$ cat src/rtl/cache_coherence_agent_pkg.sv
// Shared encodings for the directory MSI cache agent: line states,
// directory message codes, outgoing request codes and controller states.
package coh_msi_pkg;

    typedef enum logic [1:0] {
        ST_I = 2'b00,
        ST_S = 2'b01,
        ST_M = 2'b10
    } msi_t;

    localparam logic [1:0] MSG_FETCH      = 2'b00;
    localparam logic [1:0] MSG_INV        = 2'b01;
    localparam logic [1:0] MSG_FETCH_INV  = 2'b10;
    localparam logic [1:0] MSG_DATA_REPLY = 2'b11;

    localparam logic [1:0] REQ_READ_MISS  = 2'b00;
    localparam logic [1:0] REQ_WRITE_MISS = 2'b01;
    localparam logic [1:0] REQ_WRITE_BACK = 2'b10;

    typedef enum logic [2:0] {
        CT_IDLE      = 3'd0,
        CT_WB_REQ    = 3'd1,
        CT_MISS_REQ  = 3'd2,
        CT_WAIT_DATA = 3'd3,
        CT_SNP_WB    = 3'd4,
        CT_DONE      = 3'd5
    } ctrl_t;

endpackage

$ cat src/rtl/cache_coherence_agent_if.sv
// CPU, directory-message and directory-request channels of the agent.
// slave = agent side, master = CPU/directory side.
interface cache_coherence_agent_if #(
    parameter int TAG_W  = 4,
    parameter int DATA_W = 8
) ();
    logic              cpu_valid;
    logic              cpu_write;
    logic [TAG_W-1:0]  cpu_addr;
    logic [DATA_W-1:0] cpu_wdata;
    logic              cpu_ready;
    logic              cpu_done;
    logic [DATA_W-1:0] cpu_rdata;

    logic              dir_valid;
    logic [1:0]        dir_type;
    logic [TAG_W-1:0]  dir_addr;
    logic [DATA_W-1:0] dir_data;
    logic              dir_ready;

    logic              req_valid;
    logic [1:0]        req_type;
    logic [TAG_W-1:0]  req_addr;
    logic [DATA_W-1:0] req_data;
    logic              req_ready;

    modport slave (
        input  cpu_valid, cpu_write, cpu_addr, cpu_wdata,
        output cpu_ready, cpu_done, cpu_rdata,
        input  dir_valid, dir_type, dir_addr, dir_data,
        output dir_ready,
        output req_valid, req_type, req_addr, req_data,
        input  req_ready
    );

    modport master (
        output cpu_valid, cpu_write, cpu_addr, cpu_wdata,
        input  cpu_ready, cpu_done, cpu_rdata,
        output dir_valid, dir_type, dir_addr, dir_data,
        input  dir_ready,
        input  req_valid, req_type, req_addr, req_data,
        output req_ready
    );
endinterface

$ cat src/rtl/cache_coherence_agent_msi_hex_decoder.sv
// MSI line state to active-low 7-segment pattern (segment order a..g on [0:6]).
// Also usable by the directory display.
module msi_hex_decoder (
    input  logic [1:0] i_state,
    output logic [0:6] o_seg
);
    // Pure lookup; the unused encoding blanks the display.
    always_comb begin
        o_seg = 7'b1111111;
        case (i_state)
            2'b00:   o_seg = 7'b1001111;
            2'b01:   o_seg = 7'b0100100;
            2'b10:   o_seg = 7'b0110000;
            default: o_seg = 7'b1111111;
        endcase
    end
endmodule

$ cat src/rtl/cache_coherence_agent.sv
// Cache-side agent for a single-line direct-mapped cache in a directory MSI
// protocol. Serves CPU reads/writes, issues misses and write-backs, and
// answers directory snoops. Optional macro COH_AGENT_HEX_EN adds a 7-seg
// display of the line state on hex_state.
module cache_coherence_agent
    import coh_msi_pkg::*;
#(
    parameter int TAG_W  = 4,
    parameter int DATA_W = 8
) (
    input  logic                   clock,
    input  logic                   resetn,
    cache_coherence_agent_if.slave bus,
`ifdef COH_AGENT_HEX_EN
    output logic [0:6]             hex_state,
`endif
    output logic [1:0]             line_state
);

    ctrl_t             r_ctrl,       w_ctrl_nxt;
    msi_t              r_line,       w_line_nxt;
    logic [TAG_W-1:0]  r_tag,        w_tag_nxt;
    logic [DATA_W-1:0] r_data,       w_data_nxt;
    logic [TAG_W-1:0]  r_pend_addr,  w_pend_addr_nxt;
    logic              r_pend_write, w_pend_write_nxt;
    logic [DATA_W-1:0] r_pend_wdata, w_pend_wdata_nxt;
    msi_t              r_snp_line,   w_snp_line_nxt;
    ctrl_t             r_snp_ret,    w_snp_ret_nxt;

    logic              w_cpu_ready;
    logic              w_dir_ready;
    logic              w_req_valid;
    logic [1:0]        w_req_type;
    logic [TAG_W-1:0]  w_req_addr;
    logic [DATA_W-1:0] w_req_data;
    logic              w_snoop;
    logic              w_cpu_hit;
    logic              w_snp_hit;

    assign w_cpu_hit = (r_line != ST_I) && (r_tag == bus.cpu_addr);
    assign w_snp_hit = (r_line != ST_I) && (r_tag == bus.dir_addr);

    // Register all controller and line state; reset clears everything.
    always_ff @(posedge clock or negedge resetn) begin
        if (!resetn) begin
            r_ctrl       <= CT_IDLE;
            r_line       <= ST_I;
            r_tag        <= '0;
            r_data       <= '0;
            r_pend_addr  <= '0;
            r_pend_write <= 1'b0;
            r_pend_wdata <= '0;
            r_snp_line   <= ST_I;
            r_snp_ret    <= CT_IDLE;
        end else begin
            r_ctrl       <= w_ctrl_nxt;
            r_line       <= w_line_nxt;
            r_tag        <= w_tag_nxt;
            r_data       <= w_data_nxt;
            r_pend_addr  <= w_pend_addr_nxt;
            r_pend_write <= w_pend_write_nxt;
            r_pend_wdata <= w_pend_wdata_nxt;
            r_snp_line   <= w_snp_line_nxt;
            r_snp_ret    <= w_snp_ret_nxt;
        end
    end

    // Next-state, line update and handshake outputs.
    always_comb begin
        w_ctrl_nxt       = r_ctrl;
        w_line_nxt       = r_line;
        w_tag_nxt        = r_tag;
        w_data_nxt       = r_data;
        w_pend_addr_nxt  = r_pend_addr;
        w_pend_write_nxt = r_pend_write;
        w_pend_wdata_nxt = r_pend_wdata;
        w_snp_line_nxt   = r_snp_line;
        w_snp_ret_nxt    = r_snp_ret;
        w_cpu_ready      = 1'b0;
        w_dir_ready      = 1'b0;
        w_req_valid      = 1'b0;
        w_req_type       = REQ_READ_MISS;
        w_req_addr       = '0;
        w_req_data       = '0;
        w_snoop          = 1'b0;

        case (r_ctrl)
            CT_IDLE: begin
                // Directory traffic has priority so snoops are never starved.
                if (bus.dir_valid) begin
                    w_dir_ready = 1'b1;
                    w_snoop     = 1'b1;
                end else if (bus.cpu_valid) begin
                    w_cpu_ready      = 1'b1;
                    w_pend_addr_nxt  = bus.cpu_addr;
                    w_pend_write_nxt = bus.cpu_write;
                    w_pend_wdata_nxt = bus.cpu_wdata;
                    if (w_cpu_hit && (!bus.cpu_write || r_line == ST_M)) begin
                        if (bus.cpu_write) begin
                            w_data_nxt = bus.cpu_wdata;
                        end
                        w_ctrl_nxt = CT_DONE;
                    end else if (r_line == ST_M && !w_cpu_hit) begin
                        w_ctrl_nxt = CT_WB_REQ;
                    end else begin
                        // Covers true misses and the S->M upgrade.
                        w_ctrl_nxt = CT_MISS_REQ;
                    end
                end
            end
            CT_WB_REQ: begin
                w_req_valid = 1'b1;
                w_req_type  = REQ_WRITE_BACK;
                w_req_addr  = r_tag;
                w_req_data  = r_data;
                if (bus.req_ready) begin
                    w_line_nxt = ST_I;
                    w_ctrl_nxt = CT_MISS_REQ;
                end
            end
            CT_MISS_REQ: begin
                w_req_valid = 1'b1;
                w_req_type  = r_pend_write ? REQ_WRITE_MISS : REQ_READ_MISS;
                w_req_addr  = r_pend_addr;
                if (bus.req_ready) begin
                    w_ctrl_nxt = CT_WAIT_DATA;
                end
            end
            CT_WAIT_DATA: begin
                if (bus.dir_valid) begin
                    w_dir_ready = 1'b1;
                    if (bus.dir_type == MSG_DATA_REPLY && bus.dir_addr == r_pend_addr) begin
                        w_tag_nxt  = r_pend_addr;
                        w_data_nxt = r_pend_write ? r_pend_wdata : bus.dir_data;
                        w_line_nxt = r_pend_write ? ST_M : ST_S;
                        w_ctrl_nxt = CT_DONE;
                    end else begin
                        w_snoop = 1'b1;
                    end
                end
            end
            CT_SNP_WB: begin
                w_req_valid = 1'b1;
                w_req_type  = REQ_WRITE_BACK;
                w_req_addr  = r_tag;
                w_req_data  = r_data;
                if (bus.req_ready) begin
                    w_line_nxt = r_snp_line;
                    w_ctrl_nxt = r_snp_ret;
                end
            end
            CT_DONE: begin
                w_ctrl_nxt = CT_IDLE;
            end
            default: begin
                w_ctrl_nxt = CT_IDLE;
            end
        endcase

        // Snoop effects; stray DATA_REPLYs fall through untouched.
        if (w_snoop && w_snp_hit) begin
            if (r_line == ST_M &&
                (bus.dir_type == MSG_FETCH || bus.dir_type == MSG_FETCH_INV)) begin
                w_snp_line_nxt = (bus.dir_type == MSG_FETCH) ? ST_S : ST_I;
                w_snp_ret_nxt  = r_ctrl;
                w_ctrl_nxt     = CT_SNP_WB;
            end else if (bus.dir_type == MSG_INV) begin
                w_line_nxt = ST_I;
            end
        end
    end

    // Input-dependent handshakes are held low while reset is asserted.
    assign bus.cpu_ready = w_cpu_ready & resetn;
    assign bus.dir_ready = w_dir_ready & resetn;
    assign bus.cpu_done  = (r_ctrl == CT_DONE);
    assign bus.cpu_rdata = (r_ctrl == CT_DONE) ? r_data : '0;
    assign bus.req_valid = w_req_valid;
    assign bus.req_type  = w_req_type;
    assign bus.req_addr  = w_req_addr;
    assign bus.req_data  = w_req_data;
    assign line_state    = r_line;

`ifdef COH_AGENT_HEX_EN
    msi_hex_decoder u_hex (
        .i_state (r_line),
        .o_seg   (hex_state)
    );
`endif

endmodule

$ cat src/flat_wrapper.sv
// flat-port wrapper written by rule: the top's interface ports become plain ports
module cache_coherence_agent_flat import coh_msi_pkg::*;
#(
    parameter int TAG_W  = 4,
    parameter int DATA_W = 8
)
  (clock, resetn, line_state, bus_cpu_valid, bus_cpu_write, bus_cpu_addr, bus_cpu_wdata, bus_cpu_ready, bus_cpu_done, bus_cpu_rdata, bus_dir_valid, bus_dir_type, bus_dir_addr, bus_dir_data, bus_dir_ready, bus_req_valid, bus_req_type, bus_req_addr, bus_req_data, bus_req_ready);
  cache_coherence_agent_if #(.TAG_W(TAG_W), .DATA_W(DATA_W)) bus_i ();
  input  logic clock;
  input  logic resetn;
  output logic [1:0] line_state;
  input wire logic [$bits(bus_i.cpu_valid)-1:0] bus_cpu_valid;
  input wire logic [$bits(bus_i.cpu_write)-1:0] bus_cpu_write;
  input wire logic [$bits(bus_i.cpu_addr)-1:0] bus_cpu_addr;
  input wire logic [$bits(bus_i.cpu_wdata)-1:0] bus_cpu_wdata;
  output wire logic [$bits(bus_i.cpu_ready)-1:0] bus_cpu_ready;
  output wire logic [$bits(bus_i.cpu_done)-1:0] bus_cpu_done;
  output wire logic [$bits(bus_i.cpu_rdata)-1:0] bus_cpu_rdata;
  input wire logic [$bits(bus_i.dir_valid)-1:0] bus_dir_valid;
  input wire logic [$bits(bus_i.dir_type)-1:0] bus_dir_type;
  input wire logic [$bits(bus_i.dir_addr)-1:0] bus_dir_addr;
  input wire logic [$bits(bus_i.dir_data)-1:0] bus_dir_data;
  output wire logic [$bits(bus_i.dir_ready)-1:0] bus_dir_ready;
  output wire logic [$bits(bus_i.req_valid)-1:0] bus_req_valid;
  output wire logic [$bits(bus_i.req_type)-1:0] bus_req_type;
  output wire logic [$bits(bus_i.req_addr)-1:0] bus_req_addr;
  output wire logic [$bits(bus_i.req_data)-1:0] bus_req_data;
  input wire logic [$bits(bus_i.req_ready)-1:0] bus_req_ready;
  assign bus_i.cpu_valid = bus_cpu_valid;
  assign bus_i.cpu_write = bus_cpu_write;
  assign bus_i.cpu_addr = bus_cpu_addr;
  assign bus_i.cpu_wdata = bus_cpu_wdata;
  assign bus_cpu_ready = bus_i.cpu_ready;
  assign bus_cpu_done = bus_i.cpu_done;
  assign bus_cpu_rdata = bus_i.cpu_rdata;
  assign bus_i.dir_valid = bus_dir_valid;
  assign bus_i.dir_type = bus_dir_type;
  assign bus_i.dir_addr = bus_dir_addr;
  assign bus_i.dir_data = bus_dir_data;
  assign bus_dir_ready = bus_i.dir_ready;
  assign bus_req_valid = bus_i.req_valid;
  assign bus_req_type = bus_i.req_type;
  assign bus_req_addr = bus_i.req_addr;
  assign bus_req_data = bus_i.req_data;
  assign bus_i.req_ready = bus_req_ready;
  cache_coherence_agent #(.TAG_W(TAG_W), .DATA_W(DATA_W)) u_core (.clock(clock), .resetn(resetn), .bus(bus_i), .line_state(line_state));
endmodule
$ cat config.mk
export PLATFORM = sky130hd
export DESIGN_NAME = cache_coherence_agent_flat
export DESIGN_NICKNAME = d
export VERILOG_FILES = /design/src/rtl/cache_coherence_agent_pkg.sv /design/src/rtl/cache_coherence_agent_if.sv /design/src/rtl/cache_coherence_agent_msi_hex_decoder.sv /design/src/rtl/cache_coherence_agent.sv /design/src/flat_wrapper.sv
export SDC_FILE = /design/constraint.sdc
export NUM_CORES = 1
export LEC_CHECK = 0
export CORE_UTILIZATION = 35
export DETAILED_ROUTE_END_ITERATION = 6
export PLACE_DENSITY_LB_ADDON = 0.08
export SETUP_SLACK_MARGIN = 0.02
export SYNTH_ARGS = -nofsm -noshare
export SYNTH_HDL_FRONTEND = slang
export SYNTH_HIERARCHICAL = 1
export SYNTH_SLANG_ARGS = --single-unit
$ cat constraint.sdc
create_clock -name clock -period 4.9 [get_ports clock]
set_input_delay 0.98 -clock clock [delete_from_list [all_inputs] [get_ports clock]]
set_output_delay 0.98 -clock clock [all_outputs]
set_load 0.05 [all_outputs]
==> results_dict.tcl <==
set metrics [dict create \
    status "finished, final reports clean" \
    groute.layer.met3.usage_pct 4.34 \
    finish.net_count 299 \
    p_sw_share_pct 41.1 \
    cts_root_buffer_type "sky130_fd_sc_hd__clkbuf_8" \
    insertion_delay_ns 0.29 \
    post_drt_wl_per_cell_um 15.2 \
    clock_skew_ns 0.00671 \
    drv_cap 0 \
    gp_congestion 0.775 \
    cellInternalPower_mw 0.808 \
    p_per_area_mw_per_mm2 483 \
    drive_gt1_share_pct 13.8 \
    core_footprint_mm2 0.00564 \
    grt.overflow.total 0 \
    final_hold_viol_count 0 \
    post-dp-hpwl_um 3750 \
    total_power_mw 1.37 \
    io_pins 60 \
    start_util_pct 37.2 \
    die_w_um 79.5 \
    min_period_over_period_pct 78.9 \
    grt_pass1_vias 1709 \
    syn_area_per_cell_um2 10.0 \
    worstPathMaxFanout 3 \
    worst_ir_drop_on_vdd_uv 272 \
    antenna_left 0 \
    finalSetupViolations 0 \
    crit_end_category "output port" \
    synth.ff_latch_count 34 \
    syn_inst_count 210 \
    detailed_place.area_mm2 0.00273 \
    nets_in_the_synthesized_netlist 242 \
    clkSinkCount 34 \
    cts_setup_buffers 0 \
    clkPwrFrac_pct 18.8 \
    global_route_wire_length_before_repair_um 8520 \
    criticalPathCategory "input pin to output port" \
    max_slew.worst_pin.slew_ns 0.717 \
    place_worst_setup_slack_ns 1.05 \
    post_cts_resized 0 \
    drtIter0Drc 97 \
    synth-warning-count 6 \
    cts_htree_levels 2 \
    synth_edf_count 0 \
    flow.area_growth_from_synthesis_pct 35.2 \
    final.setup.worst_slack_ns 1.03 \
    detail_route.wirelength_um 5150 \
    most_crowded_layer_gr "met1" \
    design.die.area_mm2 0.00632 \
    timing_max_transition_violations_final 0 \
    cts_inserted_buffers 5 \
    crit_required_ns 3.92 \
    switching_power_mw 0.563 \
    share_comb_of_total_power_pct 43.2 \
    hold_path_class "flop to flop" \
    globalRouteMet1Util_pct 26.2 \
    slew_headroom_pct 51.8 \
    grt.total_usage_pct 18.1 \
    cellLeakagePower_nw 1.16 \
    route.detailed.vias_per_inst 5.22 \
    grtUsageMet2_pct 25.5 \
    floorplan.die.height_um 79.5 \
    yosys.area.top_type "sky130_fd_sc_hd__dfrtp_1" \
    hold_buffers 0 \
    async_flop_share_pct 100 \
    distinct_cell_type_count_after_synthesis 39 \
    yosys.area.top_type_share_pct 40.5 \
    syn_area_mm2 0.00210 \
    ys_top_cells_by_area "sky130_fd_sc_hd__dfrtp_1 (41%), sky130_fd_sc_hd__mux2_2 (13%), sky130_fd_sc_hd__and2_1 (5.7%)" \
    io_buffer_count 59 \
    worst_setup_path_start_kind "input pin" \
    worstPathArrival_ns 2.89 \
    drc 0 \
    cts_tree "done" \
    grt_setup_unrepaired "false" \
    vias 1775 \
    ys_dominant_reg_cell "sky130_fd_sc_hd__dfrtp_1" \
    clk_pin_slew_ns 0.07 \
    diodes 0 \
    synth-seq-area-share_pct 40.5 \
    grt_start_max_net_pins 36 \
    power.sequential.fraction_pct 38.0 \
    hold-worst-slack_ns 0.504 \
    drtPass1Iterations 4 \
    finalWorstPathRequiredPeriod_ns 3.87 \
    initial_antenna_violation_count 0 \
    fp-row-count 27 \
    design_area_mm2 0.00284 \
    clock_path_buffers 2 \
    max_freq_mhz 259 \
    fin_setup_tns_ns 0 \
]
[routing by layer]
| layer | routed length [um] | vias up |
|---|---|---|
| met5 | 0 | - |
| met4 | 95 | 0 |
| met3 | 338 | 8 |
| met2 | 2150 | 70 |
| met1 | 2570 | 833 |
| li1 | - | 864 |
[area by class of cell]
type / instances / area [um2]
Tap cell: 72 / 90.1
Timing Repair Buffer: 61 / 603
Clock buffer: 7 / 76.3
Sequential cell: 34 / 851
Fill cell: 532 / 2800
Multi-Input combinational cell: 160 / 1170
Clock inverter: 1 / 30.0
Inverter: 5 / 18.8
[registers in the layout, summed over array words and instances, names as in the netlist]
register / flops
u_core/r_snp_line: 1
u_core/r_pend_wdata: 8
u_core/r_pend_write: 1
u_core/r_data: 8
u_core/line_state: 2
u_core/r_pend_addr: 4
u_core/r_ctrl: 3
u_core/r_snp_ret: 3
u_core/r_tag: 4
[power groups by stage]
| stage | combinational [mW] | clock (mW) | sequential, mW |
|---|---|---|---|
| after floorplan | 0.466 | 0 | 0.475 |
| after global placement | 0.592 | 0 | 0.525 |
| after detailed placement | 0.597 | 0 | 0.525 |
| after CTS | 0.599 | 0.263 | 0.520 |
| after global routing | 0.652 | 0.277 | 0.544 |
| final | 0.593 | 0.257 | 0.521 |
[layout by cell type (no fill, tap or decap), drive strengths merged, types with 3 or more instances in the layout]
master,n
xor2,4
clkdlybuf4s50,58
and2,19
nand3,6
clkbuf,7
a22oi,4
inv,5
a31oi,3
buf,3
nand2,20
mux2,25
a21oi,6
nor2,9
o21ai,17
mux2i,11
nor4,3
dfrtp,34
xnor2,9
[worst max-delay path: stages]
cell,delay [ns]
sky130_fd_sc_hd__clkdlybuf4s50_1,0.44
sky130_fd_sc_hd__nor2b_1,0.22
sky130_fd_sc_hd__nor3b_4,0.24
sky130_fd_sc_hd__and2_1,0.18
sky130_fd_sc_hd__clkdlybuf4s50_1,0.82
[path summary, 6_finish.rpt]
path,from,to,slack (ns),depth (start not counted)
setup / recovery,bus_dir_valid,bus_cpu_ready,1.03,5
hold / removal,u_core/r_snp_ret[2]$_DFFE_PN0P_,u_core/r_snp_ret[2]$_DFFE_PN0P_,0.50,1
setup reg to reg,u_core/r_ctrl[0]$_DFF_PN0_,u_core/r_data[0]$_DFFE_PN0P_,2.69,4
hold reg to reg,u_core/r_snp_ret[2]$_DFFE_PN0P_,u_core/r_snp_ret[2]$_DFFE_PN0P_,0.50,1
max in group asynchronous,resetn,u_core/r_tag[0]$_DFFE_PN0P_,3.41,2
min in group asynchronous,resetn,u_core/r_pend_wdata[5]$_DFFE_PN0P_,1.16,2
[cells in the mapped netlist, types with 2 or more instances]
cell and n:
sky130_fd_sc_hd__mux2i_1 11, sky130_fd_sc_hd__nor3_1 2, sky130_fd_sc_hd__a21oi_1 6, sky130_fd_sc_hd__nor4b_1 2
sky130_fd_sc_hd__nand2b_1 2, sky130_fd_sc_hd__nand2_1 20, sky130_fd_sc_hd__o21bai_1 2, sky130_fd_sc_hd__nand3_1 6
sky130_fd_sc_hd__o21ai_0 17, sky130_fd_sc_hd__nor2b_1 2, sky130_fd_sc_hd__xnor2_1 9, sky130_fd_sc_hd__a22oi_1 4
sky130_fd_sc_hd__a31oi_1 3, sky130_fd_sc_hd__xor2_1 4, sky130_fd_sc_hd__mux2_2 25, sky130_fd_sc_hd__clkbuf_1 7
sky130_fd_sc_hd__dfrtp_1 34, sky130_fd_sc_hd__inv_1 5, sky130_fd_sc_hd__buf_6 2, sky130_fd_sc_hd__nor4_1 2
sky130_fd_sc_hd__nor2_1 9, sky130_fd_sc_hd__and2_1 19
[stage by stage]
step | utilization, % | std cells
after CTS | 50.3 | 340
after global placement | 48.5 | 332
final | 50.3 | 340
after global routing | 50.3 | 340
after floorplan | - | 210
after detailed placement | 48.5 | 332
[logic make-up after synthesis]
logic type	after synthesis	synth area share, %
flops	34	40.5
simple gates	68	17.9
buf+inv	16	3.75
mux	36	18.6
compound gates	43	13.8
xor+xnor	13	5.42
(Power assumes the default switching activity.)
==> patch: new RTL, config.mk and constraints unchanged <==
`DATA_W` is set to 8 in 3 places; all go to 9.
--- a/src/rtl/cache_coherence_agent_if.sv
+++ b/src/rtl/cache_coherence_agent_if.sv
@@ -2,7 +2,7 @@
 // slave = agent side, master = CPU/directory side.
 interface cache_coherence_agent_if #(
     parameter int TAG_W  = 4,
-    parameter int DATA_W = 8
+    parameter int DATA_W = 9
 ) ();
     logic              cpu_valid;
     logic              cpu_write;
--- a/src/rtl/cache_coherence_agent.sv
+++ b/src/rtl/cache_coherence_agent.sv
@@ -6,7 +6,7 @@
     import coh_msi_pkg::*;
 #(
     parameter int TAG_W  = 4,
-    parameter int DATA_W = 8
+    parameter int DATA_W = 9
 ) (
     input  logic                   clock,
     input  logic                   resetn,
--- a/src/flat_wrapper.sv
+++ b/src/flat_wrapper.sv
@@ -2,7 +2,7 @@
 module cache_coherence_agent_flat import coh_msi_pkg::*;
 #(
     parameter int TAG_W  = 4,
-    parameter int DATA_W = 8
+    parameter int DATA_W = 9
 )
   (clock, resetn, line_state, bus_cpu_valid, bus_cpu_write, bus_cpu_addr, bus_cpu_wdata, bus_cpu_ready, bus_cpu_done, bus_cpu_rdata, bus_dir_valid, bus_dir_type, bus_dir_addr, bus_dir_data, bus_dir_ready, bus_req_valid, bus_req_type, bus_req_addr, bus_req_data, bus_req_ready);
   cache_coherence_agent_if #(.TAG_W(TAG_W), .DATA_W(DATA_W)) bus_i ();
Interface: changed (resized bus_cpu_rdata, bus_cpu_wdata, bus_dir_data and bus_req_data); port bits go from 60 to 64. The function was not compared with the original's and may differ.
==> patch against the unedited design <==
  * Total power is 6.3% higher
  * Sequential power increased by 6.7%
  * Cell area is 4.6% higher
  * Critical path depth decreased by 1
  * Area after synthesis up 3.9%
  * First-iteration DRC count down 36%
  * Sequential cell count increased by 2
  * Non-clock buffer count grew 4
  * Worst setup slack improved by 74 ps
  * Count of clock-buffer cells in the layout did not move
  * Worst hold slack better by 4.9 ps
  * Wire length increased by 7.2%
  * Synthesized cell count grew 4.8%
  * Critical endpoint is now bus_req_addr[0]
==> patch: results (changes against the unedited design) <==
[outcome]
outcome=complete, no violations

[sta]
fin_worst_skew_ps=9.63  ; +2.92 ps
relSlewSlack_pct=45.4  ; -6.4 points

[placed_design]
gp_congestion=0.815  ; +5.1%
dpl_cell_area_um2=2880  ; +5.2%
portBuffers=63  ; +6.8%
dp_hpwl_um=3920  ; +4.5%

[power]
power_leakage_nw=1.27  ; +8.9%
power_density_nw_per_um2=491  ; +1.6%

[layout]
layout-drive-gt1-share_pct=15.2  ; +1.4 points
reg_top3=u_core/r_data x9, u_core/r_pend_wdata x9
n_fill_cell=581  ; +9.2%

[min_path]
holdCritStartpoint=u_core/r_pend_wdata[5]$_DFFE_PN0P_
holdPathEnd=u_core/r_pend_wdata[5]$_DFFE_PN0P_

[drt]
wl_met2_um=2530  ; +17%
first_pass_iters=5  ; +1
drt_wl_total_um=5520  ; +7.2%
vias_per_cell=5.08  ; -2.7%
dr_wl_met3_um=269  ; -20%
wl_met1_um=2640  ; +2.9%
drt_iter0_markers=62  ; -36%

[worst_setup_path]
ff2ff_path_depth=5  ; +1
r2r_end=u_core/r_data[7]$_DFFE_PN0P_
worst_setup_path_start_kind=flop
endpoint=bus_req_addr[0]
path_max_fanout=17  ; +14
timing.reg2reg.setup_slack_ps=2140  ; -550 ps
r2r_start=u_core/r_ctrl[2]$_DFF_PN0_

[synthesis]
yosys-mux-area-fraction_pct=19.5  ; +0.85 points
synth_cell_types=36  ; -7.7%
syn_nets=254  ; +5.0%
netlist_top_cells_area=dfrtp_1 41%, mux2_2 14%, and2_1 5.2%
synth_compound_area_share_pct=12.0  ; -1.8 points
yosysSeqAreaShare_pct=41.3  ; +0.78 points
synth_top_cells_by_count=36 x dfrtp_1, 28 x mux2_2, 21 x nand2_1, 18 x and2_1, 18 x o21ai_0
synth-xor-area-share_pct=5.62  ; +0.20 points

[grt]
grt_pass1_vias=1845  ; +8.0%
met1_usage_pct=24.9  ; -1.3 points
grt_max_degree=24  ; -33%
grt_util_met3_pct=3.93  ; -0.41 points
grt_use_met2_pct=28.8  ; +3.4 points
grt_pass1_wl_um=9060  ; +6.3%

-- patch: logic make-up after synthesis --
kind of cell,count (synthesis)
multiplexers,39
flip-flops,36
buffers and inverters,15
AND/OR/NAND/NOR,76
AO/OA/AOI/OAI,40
XOR/XNOR,14
-- patch: metrics by stage --
stage | setup WS [ps] | std cells | hold WS, ps
after global placement | 1190 | 350 | 484
after detailed placement | 1180 | 350 | 494
after floorplan | 1020 | 220 | 465
after global routing | 892 | 357 | 530
final | 1110 | 357 | 509
after CTS | 1120 | 357 | 510
-- patch: worst max-delay path, stage by stage, from the launching register on --
cell             delay, ps
dfrtp_1                730
nor3b_1                740
nand2_1                110
o21ai_0                100
clkdlybuf4s50_1        840
-- patch: layout make-up --
cell class,count,area share (%)
timing repair buffer,65,21.6
inverter,5,0.632
clock buffer,7,3.24
sequential,36,30.3
tap,75,3.16
multi-input combinational,169,41.1
-- patch: where the power goes --
group	switching [mW]	total, mW	internal, mW
Combinational	0.375	0.675	0.300
Clock	0.101	0.227	0.125
Sequential	0.152	0.556	0.404
